$ cat src/rtl/telemetry_framer_pkg.sv
// rtl/telemetry_framer_pkg.sv - shared types and constants for the telemetry frame builder
package telemetry_framer_pkg;

  localparam logic [7:0] HEADER_DEFAULT      = 8'hA5;
  localparam int         ACK_TIMEOUT_DEFAULT = 15;
  localparam int         FRAME_LEN           = 8;

  typedef enum logic [1:0] {
    ST_IDLE      = 2'd0,
    ST_SEND      = 2'd1,
    ST_WAIT_ACK  = 2'd2,
    ST_WAIT_DONE = 2'd3
  } state_t;

  localparam logic [2:0] IDX_HEADER = 3'd0;
  localparam logic [2:0] IDX_TS_3   = 3'd1;
  localparam logic [2:0] IDX_TS_2   = 3'd2;
  localparam logic [2:0] IDX_TS_1   = 3'd3;
  localparam logic [2:0] IDX_TS_0   = 3'd4;
  localparam logic [2:0] IDX_ADC    = 3'd5;
  localparam logic [2:0] IDX_FLAGS  = 3'd6;
  localparam logic [2:0] IDX_CSUM   = 3'd7;

  typedef struct packed {
    logic [25:0] tstamp;
    logic [7:0]  adc;
    logic        shut_down;
    logic        alarm;
  } snapshot_t;

endpackage

$ cat src/rtl/telemetry_framer_frame_byte_mux.sv
// rtl/telemetry_framer_frame_byte_mux.sv - selects one frame byte from the snapshot or running checksum
module frame_byte_mux
  import telemetry_framer_pkg::*;
#(
  parameter logic [7:0] HEADER = HEADER_DEFAULT
) (
  input  logic [2:0]  sel,
  input  snapshot_t   snap,
  input  logic [7:0]  csum,
  output logic [7:0]  byte_out
);

  always_comb begin
    byte_out = 8'h00;
    case (sel)
      IDX_HEADER: byte_out = HEADER;
      IDX_TS_3:   byte_out = {6'b0, snap.tstamp[25:24]};
      IDX_TS_2:   byte_out = snap.tstamp[23:16];
      IDX_TS_1:   byte_out = snap.tstamp[15:8];
      IDX_TS_0:   byte_out = snap.tstamp[7:0];
      IDX_ADC:    byte_out = snap.adc;
      IDX_FLAGS:  byte_out = {6'b0, snap.shut_down, snap.alarm};
      IDX_CSUM:   byte_out = csum;
      default:    byte_out = 8'h00;
    endcase
  end

endmodule

$ cat src/rtl/telemetry_framer.sv
// rtl/telemetry_framer.sv - snapshots telemetry on trigger and streams an 8-byte frame to the UART
module telemetry_framer
  import telemetry_framer_pkg::*;
#(
  parameter logic [7:0] HEADER      = HEADER_DEFAULT,
  parameter int         ACK_TIMEOUT = ACK_TIMEOUT_DEFAULT
) (
  input  logic        clk,
  input  logic        reset,
  input  logic        trigger,
  input  logic [25:0] tstamp,
  input  logic [7:0]  adc_reading,
  input  logic        alarm,
  input  logic        shut_down,
  input  logic        tx_busy,
  input  logic        err_clr,
  output logic [7:0]  tx_data,
  output logic        tx_send,
  output logic        frame_active,
  output logic        overrun,
  output logic        ack_err
);

  localparam int CW = $clog2(ACK_TIMEOUT + 1);

  state_t        state;
  snapshot_t     snap;
  logic [2:0]    idx;
  logic [7:0]    csum;
  logic [CW-1:0] ack_cnt;
  logic [2:0]    next_sel;
  logic [7:0]    next_byte;

  // Byte 0 is a constant, so the mux can serve the accepting edge before snap is loaded.
  assign next_sel = (state == ST_IDLE) ? IDX_HEADER : idx + 3'd1;

  frame_byte_mux #(.HEADER(HEADER)) u_mux (
    .sel      (next_sel),
    .snap     (snap),
    .csum     (csum),
    .byte_out (next_byte)
  );

  always_ff @(posedge clk or negedge reset) begin
    if (!reset) begin
      state        <= ST_IDLE;
      snap         <= '0;
      idx          <= '0;
      csum         <= '0;
      ack_cnt      <= '0;
      tx_data      <= '0;
      tx_send      <= 1'b0;
      frame_active <= 1'b0;
      overrun      <= 1'b0;
      ack_err      <= 1'b0;
    end else begin
      if (err_clr) begin
        overrun <= 1'b0;
        ack_err <= 1'b0;
      end
      case (state)
        ST_IDLE: begin
          if (trigger) begin
            snap         <= '{tstamp: tstamp, adc: adc_reading, shut_down: shut_down, alarm: alarm};
            idx          <= IDX_HEADER;
            csum         <= '0;
            frame_active <= 1'b1;
            tx_data      <= next_byte;
            tx_send      <= 1'b1;
            state        <= ST_SEND;
          end
        end
        ST_SEND: begin
          // tx_data still holds byte[idx], so fold it into the checksum here.
          tx_send <= 1'b0;
          if (idx != IDX_CSUM) csum <= csum ^ tx_data;
          ack_cnt <= '0;
          state   <= ST_WAIT_ACK;
        end
        ST_WAIT_ACK: begin
          if (tx_busy) begin
            state <= ST_WAIT_DONE;
          end else if (ack_cnt == CW'(ACK_TIMEOUT - 1)) begin
            ack_err      <= 1'b1;
            frame_active <= 1'b0;
            state        <= ST_IDLE;
          end else begin
            ack_cnt <= ack_cnt + 1'b1;
          end
        end
        ST_WAIT_DONE: begin
          if (!tx_busy) begin
            if (idx == IDX_CSUM) begin
              frame_active <= 1'b0;
              state        <= ST_IDLE;
            end else begin
              idx     <= idx + 3'd1;
              tx_data <= next_byte;
              tx_send <= 1'b1;
              state   <= ST_SEND;
            end
          end
        end
        default: state <= ST_IDLE;
      endcase
      if (trigger && state != ST_IDLE) overrun <= 1'b1;
    end
  end

endmodule
$ cat config.mk
export PLATFORM = sky130hd
export DESIGN_NAME = telemetry_framer
export DESIGN_NICKNAME = d
export VERILOG_FILES = /design/src/rtl/telemetry_framer_pkg.sv /design/src/rtl/telemetry_framer_frame_byte_mux.sv /design/src/rtl/telemetry_framer.sv
export SDC_FILE = /design/constraint.sdc
export NUM_CORES = 1
export LEC_CHECK = 0
export CORE_UTILIZATION = 44
export DETAILED_ROUTE_END_ITERATION = 6
export MAX_ROUTING_LAYER = met4
export PLACE_DENSITY = 0.66
export SLEW_MARGIN = 20
export SYNTH_ARGS = -nofsm -noshare
export SYNTH_HDL_FRONTEND = slang
export SYNTH_HIERARCHICAL = 1
export SYNTH_SLANG_ARGS = --single-unit
$ cat constraint.sdc
create_clock -name clk -period 2.34 [get_ports clk]
set_input_delay 0.468 -clock clk [delete_from_list [all_inputs] [get_ports clk]]
set_output_delay 0.468 -clock clk [all_outputs]
set_load 0.02 [all_outputs]
==> flow_summary.yaml, run 1 <==
timing:
  worst-slew-pin-transition_ns: 0.420
  count_of_final_max_slew_check_failures: 0
  clock.fmax_mhz: 458
  worst_clock_skew_ns: 0.00514
  timing_hold_violations_final: 0
  rsz0062_at_grt: "false"
  fin_setup_tns_ns: 0
  setup_viol: 0
  timing.max_slew.rel_slack: 0.716
  final_min_period_over_clock_period: 0.932
  finalWorstPathRequiredPeriod_ns: 2.18
hold_path:
  hold_path.class: "in2async"
worst_setup_path:
  worst_ep_required_time_ns: 2.56
  setup.worst_path.start_class: "flop"
  critical_path_type: "reg2reg"
  crit_path_frequent_cell: "sky130_fd_sc_hd__ha_1"
  cp_buf_inv_count: 1
  timing.critical_path.slowest_cell_delay_ns: 0.40
  cell_at_the_slowest_stage_of_the_critical_path: "sky130_fd_sc_hd__dfrtp_1"
  timing.critical_path.to_type: "flop"
  worst_path_dominant_cell_family: "adder cells"
  worstPathMaxFanout: 22
  path_cells: "ha_1, ha_1, nor2b_1, buf_12, nor2_1, a211oi_1, o22ai_1, mux2_4"
  data_arrival_time_of_the_worst_path_ns: 2.40
synthesis:
  ys_types: 48
  syn_nets: 297
  synth_fa_ha_area_frac: 0.0190
  part_of_the_yosys_area_used_for_sequential_elements: 0.504
  synthXorXnorAreaFrac: 0.0217
  synth-seq-cells: 65
  yosys-mux-area-fraction: 0.211
  area_fraction_in_and_or_nand_and_nor_cells_after_synthesis: 0.128
  synth_top_cell_area_share: 0.504
  syn_inst: 252
  synth_enable_flop_cells: 0
  synth_top_flop_cell: "sky130_fd_sc_hd__dfrtp_1"
  synth_warnings: 6
  synth_top_cell_by_area: "sky130_fd_sc_hd__dfrtp_1"
  mapped_area_mm2: 0.00323
  proportion_of_register_bits_with_asynchronous_set_or_reset_after_synthesis: 1.00
  ys_top_cells_by_area: "sky130_fd_sc_hd__dfrtp_1, sky130_fd_sc_hd__mux2_1, sky130_fd_sc_hd__mux2_4"
  synth_top_family_by_area: "multiplexers"
  synth_compound_gate_area_share: 0.0690
  syn_avg_cell_area_um2: 12.8
clock_network:
  cts.repair.resized: 0
  cts_made_buffers: 9
  cts_root_buf: "sky130_fd_sc_hd__clkbuf_8"
  worst_setup_hold_path_clk_slew_ns: 0.07
  worst_skew_pair.late_latency_ns: 0.34
  cts_max_level: 3
  hold_buffers: 0
  clk_path_buf_depth: 2
  cts_tree: "done"
  cts_setup_buffers: 0
  cts_sinks: 65
power_and_ir_drop:
  finalPower_mw: 5.59
  peakVddDrop_v: 0.000537
  powerDensity_mw_per_mm2: 1370
  cellLeakagePower_nw: 1.78
global_route:
  grt_overflow: 0
  antenna_found_initial: 0
  grt_start_max_net_pins: 66
  grt_pass1_wl_mm: 10.7
  grt_use_total: 0.194
  first_global_vias: 2147
floorplan:
  dieWidth_um: 87.7
  design.core.area_mm2: 0.00694
  initial_utilization: 0.465
  ios: 53
  num_rows: 30
  floorplan.die.height_um: 87.7
  fp.dieArea_mm2: 0.00769
routing:
  wl_per_cell_um: 15.4
  drt_iter0_markers: 94
  ant_nets: 0
  drt_wl_total_mm: 6.34
  drc: 0
  via_per_inst: 5.21
  via_count: 2140
  detailedRoute.firstPassIterationCount: 4
place:
  gpl.final_weighted_congestion: 0.763
  numPortBuffers: 52
  hpwl_mm: 4.43
finish:
  layout.nets: 356
  layout-drive-gt1-share: 0.203
  syn_to_final_growth_pct: 26.1
  mostFrequentLayoutCell: "sky130_fd_sc_hd__dfrtp_1"
  most_frequent_cells_in_the_layout: "sky130_fd_sc_hd__dfrtp_1, sky130_fd_sc_hd__clkdlybuf4s50_1, sky130_fd_sc_hd__mux2_1"
  antenna_cells: 0
status:
  result_of_the_run: "finished clean"
run:
  max-cap-violations: 0
[Yosys cell counts, types with 2 or more instances]
cell type	number
sky130_fd_sc_hd__a211oi_1	3
sky130_fd_sc_hd__a21o_1	3
sky130_fd_sc_hd__a21oi_1	4
sky130_fd_sc_hd__a221oi_1	2
sky130_fd_sc_hd__a22o_1	4
sky130_fd_sc_hd__a31oi_1	2
sky130_fd_sc_hd__a32oi_1	2
sky130_fd_sc_hd__and3_1	2
sky130_fd_sc_hd__and4bb_2	7
sky130_fd_sc_hd__buf_2	2
sky130_fd_sc_hd__buf_4	3
sky130_fd_sc_hd__buf_6	7
sky130_fd_sc_hd__clkbuf_1	2
sky130_fd_sc_hd__dfrtp_1	65
sky130_fd_sc_hd__ha_1	4
sky130_fd_sc_hd__inv_1	8
sky130_fd_sc_hd__mux2_1	30
sky130_fd_sc_hd__mux2_2	12
sky130_fd_sc_hd__mux2_4	9
sky130_fd_sc_hd__mux2i_1	5
sky130_fd_sc_hd__nand2_1	8
sky130_fd_sc_hd__nand2b_1	5
sky130_fd_sc_hd__nand3_1	7
sky130_fd_sc_hd__nand4_1	2
sky130_fd_sc_hd__nor2_1	15
sky130_fd_sc_hd__nor2_2	2
sky130_fd_sc_hd__nor2b_1	4
sky130_fd_sc_hd__nor3b_2	2
sky130_fd_sc_hd__o21ai_0	5
sky130_fd_sc_hd__xnor2_1	8
[cell families (layout without fill, tap and decap cells)]
| group | count (synthesis) | in the layout |
|---|---|---|
| AO/OA/AOI/OAI | 31 | 31 |
| flip-flops | 65 | 65 |
| XOR/XNOR | 8 | 8 |
| buffers and inverters | 23 | 86 |
| adder cells (fa/ha/maj) | 5 | 5 |
| multiplexers | 57 | 57 |
| AND/OR/NAND/NOR | 63 | 63 |
[final timing paths]
kind                                     endpoint  slack [ns]                  from  cells past startpoint
hold / removal                tx_send$_DFFE_PN0P_        0.13                 reset                      2
setup / recovery           tx_data[2]$_DFFE_PN0P_        0.16    idx[0]$_DFFE_PN0P_                      8
max in group asynchronous    snap[28]$_DFFE_PN0P_        1.92                 reset                      2
hold reg to reg              snap[26]$_DFFE_PN0P_        0.48  snap[26]$_DFFE_PN0P_                      1
setup reg to reg           tx_data[2]$_DFFE_PN0P_        0.16    idx[0]$_DFFE_PN0P_                      8
min in group clk             snap[26]$_DFFE_PN0P_        0.48  snap[26]$_DFFE_PN0P_                      1
[layout make-up]
| class | instances | area (um^2) |
|---|---|---|
| well taps | 96 | 120 |
| multi-input cells | 164 | 1460 |
| repair buffers | 63 | 661 |
| fillers | 584 | 2870 |
| clock inverters | 3 | 15.0 |
| flip-flops and latches | 65 | 1630 |
| clock buffers | 12 | 165 |
| inverters | 8 | 30.0 |
[worst register-to-register path, stage by stage, from the launching register on]
cell and delay [ns]:
sky130_fd_sc_hd__dfrtp_1 0.40, sky130_fd_sc_hd__ha_1 0.21, sky130_fd_sc_hd__ha_1 0.29, sky130_fd_sc_hd__nor2b_1 0.23
sky130_fd_sc_hd__buf_12 0.20, sky130_fd_sc_hd__nor2_1 0.08, sky130_fd_sc_hd__a211oi_1 0.25, sky130_fd_sc_hd__o22ai_1 0.14
sky130_fd_sc_hd__mux2_4 0.28
[where the power goes]
part           internal, mW  leakage, nW  switching [mW]
Combinational          1.49        0.894            1.23
Sequential             1.66        0.791           0.341
Clock                 0.460       0.0980           0.413
[stage by stage]
step           hold slack (ns)  setup WS [ns]  cell area [um^2]   util  instances
5_1_grt                  0.154         0.0756              4070  0.586        411
3_3_place_gp             0.464          0.209              3890  0.561        396
2_1_floorplan            0.172          0.202              3230      -        252
4_1_cts                  0.144          0.161              4070  0.586        411
6_report                 0.135          0.159              4070  0.586        411
3_5_place_dp             0.474          0.165              3890  0.561        396
[state kept, by name, summed over array words and instances, names as in the netlist]
signal / flops
snap: 36
csum: 8
tx_data: 8
ack_cnt: 4
idx: 3
state: 2
ack_err: 1
frame_active: 1
overrun: 1
tx_send: 1
[routing by layer]
metal / share of wire / track usage / routed length [um] / vias up
met3: 0.044 / 0.0443 / 277 / 14
met2: 0.44 / 0.272 / 2800 / 53
met5: 0 / - / 0 / -
met1: 0.49 / 0.264 / 3120 / 1046
li1: - / - / - / 1027
met4: 0.023 / 0.0984 / 147 / 0
(Power assumes the default switching activity.)
==> inputs of run 2 (changes only) <==
Settings changed: CORE_ASPECT_RATIO set to 1.1.
==> run 2 against run 1 <==
Compared with the run above:
- cell count down 2.4%
- combinational power hardly changed
- sequential share of layout area down 0.26 points
- count of clock-buffer cells in the layout is 1 lower
- critical path depth unchanged
- clock skew is 0.0037 ns higher
- utilization fell by 0.48 points
- power rose by 3.3%
- clock power is 21% higher
- first-iteration DRC count increased by 6.4%
- die area about the same
- largest power group unchanged
- highest routed layer unchanged
==> flow_summary.yaml, run 2 (synthesized netlist as in run 1, its figures left out) <==
status:
  result_of_the_run: "finished clean"
finish:
  most_frequent_cells_in_the_layout: "sky130_fd_sc_hd__dfrtp_1, sky130_fd_sc_hd__clkdlybuf4s50_1, sky130_fd_sc_hd__mux2_1"
  largestRegisters: "snap (36), csum (8), tx_data (8)"
  mostFrequentLayoutCell: "sky130_fd_sc_hd__dfrtp_1"
  layout-drive-gt1-share: 0.203
  num-fill-cells: 613
  layout.nets: 356
  largest_register_ffs: 36
  core_util_final: 0.582
  syn_to_final_growth_pct: 26.9
  antenna_cells: 0
  top_register: "snap"
power_and_ir_drop:
  finalPower_mw: 5.77
  seq_power_share: 0.346
  p_int_mw: 3.79
  power_switching_share: 0.343
  combinationalPowerShare: 0.471
  power_switching_mw: 1.98
  powerDensity_mw_per_mm2: 1410
  peakVddDrop_v: 0.000761
  power.share.clock: 0.183
  cellLeakagePower_nw: 1.80
timing:
  clock.fmax_mhz: 463
  timing_hold_violations_final: 0
  setup_viol: 0
  worst_clock_skew_ns: 0.00882
  fin_setup_tns_ns: 0
  worst-slew-pin-transition_ns: 0.457
  final_min_period_over_clock_period: 0.923
  finalWorstPathRequiredPeriod_ns: 2.16
  timing.max_slew.rel_slack: 0.695
  count_of_final_max_slew_check_failures: 0
  hold-worst-slack_ns: 0.0697
  rsz0062_at_grt: "false"
clock_network:
  cts.repair.resized: 0
  hold_buffers: 0
  worst_setup_hold_path_clk_slew_ns: 0.07
  cts_root_buf: "sky130_fd_sc_hd__clkbuf_8"
  worst_skew_pair.late_latency_ns: 0.34
  cts_max_level: 3
  cts_setup_buffers: 0
  cts_sinks: 65
  cts_made_buffers: 9
  clk_path_buf_depth: 2
  cts_tree: "done"
worst_setup_path:
  cell_at_the_slowest_stage_of_the_critical_path: "sky130_fd_sc_hd__dfrtp_1"
  timing.critical_path.to_type: "flop"
  worst_ep_required_time_ns: 2.57
  launch_point_of_the_worst_reg_to_reg_path: "idx[0]$_DFFE_PN0P_"
  reg2reg_depth: 8
  cp_buf_inv_count: 1
  worstPathMaxFanout: 22
  reg2reg_setup_slack_ns: 0.18
  worst_path_dominant_cell_family: "adder cells"
  critical_path_type: "reg2reg"
  path_cells: "ha_1, ha_1, nor2b_1, buf_12, nor2b_4, a22o_1, a21o_1, mux2_4"
  worst_r2r_endpoint: "tx_data[5]$_DFFE_PN0P_"
  setup.worst_path.start_class: "flop"
  data_arrival_time_of_the_worst_path_ns: 2.39
  crit_path_frequent_cell: "sky130_fd_sc_hd__ha_1"
  timing.critical_path.slowest_cell_delay_ns: 0.40
place:
  numPortBuffers: 52
  gpl.final_weighted_congestion: 0.741
  hpwl_mm: 4.35
floorplan:
  fp.dieArea_mm2: 0.00769
  floorplan.die.height_um: 91.9
  design.core.area_mm2: 0.00705
  initial_utilization: 0.458
  ios: 53
  dieWidth_um: 83.7
  num_rows: 32
routing:
  wl_per_cell_um: 15.8
  via_count: 2140
  detailedRoute.firstPassIterationCount: 4
  via_per_inst: 5.34
  drt_wl_total_mm: 6.32
  ant_nets: 0
  drt_iter0_markers: 100
  drc: 0
global_route:
  grt_pass1_wl_mm: 11.1
  grt.met1_usage: 0.252
  grt.met2_usage: 0.287
  grt_start_max_net_pins: 48
  first_global_vias: 2253
  grt_overflow: 0
  antenna_found_initial: 0
  grtUsageMet3: 0.0333
  grt_use_total: 0.191
  globalRoute.busiestLayer: "met2"
run:
  max-cap-violations: 0
hold_path:
  hold_path.class: "in2async"
==> run 2: metrics by stage <==
step / cells / setup WS [ns] / cell area (um^2)
final: 401 / 0.180 / 4100
after global routing: 401 / 0.0815 / 4100
after CTS: 401 / 0.164 / 4100
after detailed placement: 385 / 0.173 / 3880
after global placement: 385 / 0.235 / 3880
after floorplan: 252 / 0.202 / 3230
==> run 2: routing by layer <==
| layer | part of all wire | vias up |
|---|---|---|
| met1 | 0.47 | 1054 |
| met5 | 0 | - |
| li1 | - | 1025 |
| met4 | 0.022 | 0 |
| met3 | 0.036 | 12 |
| met2 | 0.47 | 49 |
==> run 2: how the worst max path moves through the flow <==
stage	cells past startpoint	to	start
after floorplan	8	tx_data[2]$_DFFE_PN0P_	idx[0]$_DFFE_PN0P_
after global placement	7	tx_data[5]$_DFFE_PN0P_	idx[0]$_DFFE_PN0P_
after detailed placement	7	tx_data[5]$_DFFE_PN0P_	idx[0]$_DFFE_PN0P_
after CTS	7	tx_data[5]$_DFFE_PN0P_	idx[0]$_DFFE_PN0P_
after global routing	7	tx_data[5]$_DFFE_PN0P_	idx[0]$_DFFE_PN0P_
final	8	tx_data[5]$_DFFE_PN0P_	idx[0]$_DFFE_PN0P_
==> run 2: cell type report <==
type	count	area [um^2]	share of cell area
clock buffer	11	141	0.0345
clock inverter	5	78.8	0.0192
inverter	8	30.0	0.00733
multi-input combinational	164	1460	0.355
sequential	65	1630	0.397
tap	85	106	0.0259
timing repair buffer	63	661	0.161
==> run 2: power by group through the flow <==
stage	Sequential, mW	Clock [mW]	Combinational (mW)
5_1_grt	2.07	1.13	2.98
3_5_place_dp	2.02	0	2.73
2_1_floorplan	2.01	0	1.94
4_1_cts	2.00	1.08	2.74
3_3_place_gp	2.01	0	2.67
6_report	2.00	1.06	2.72
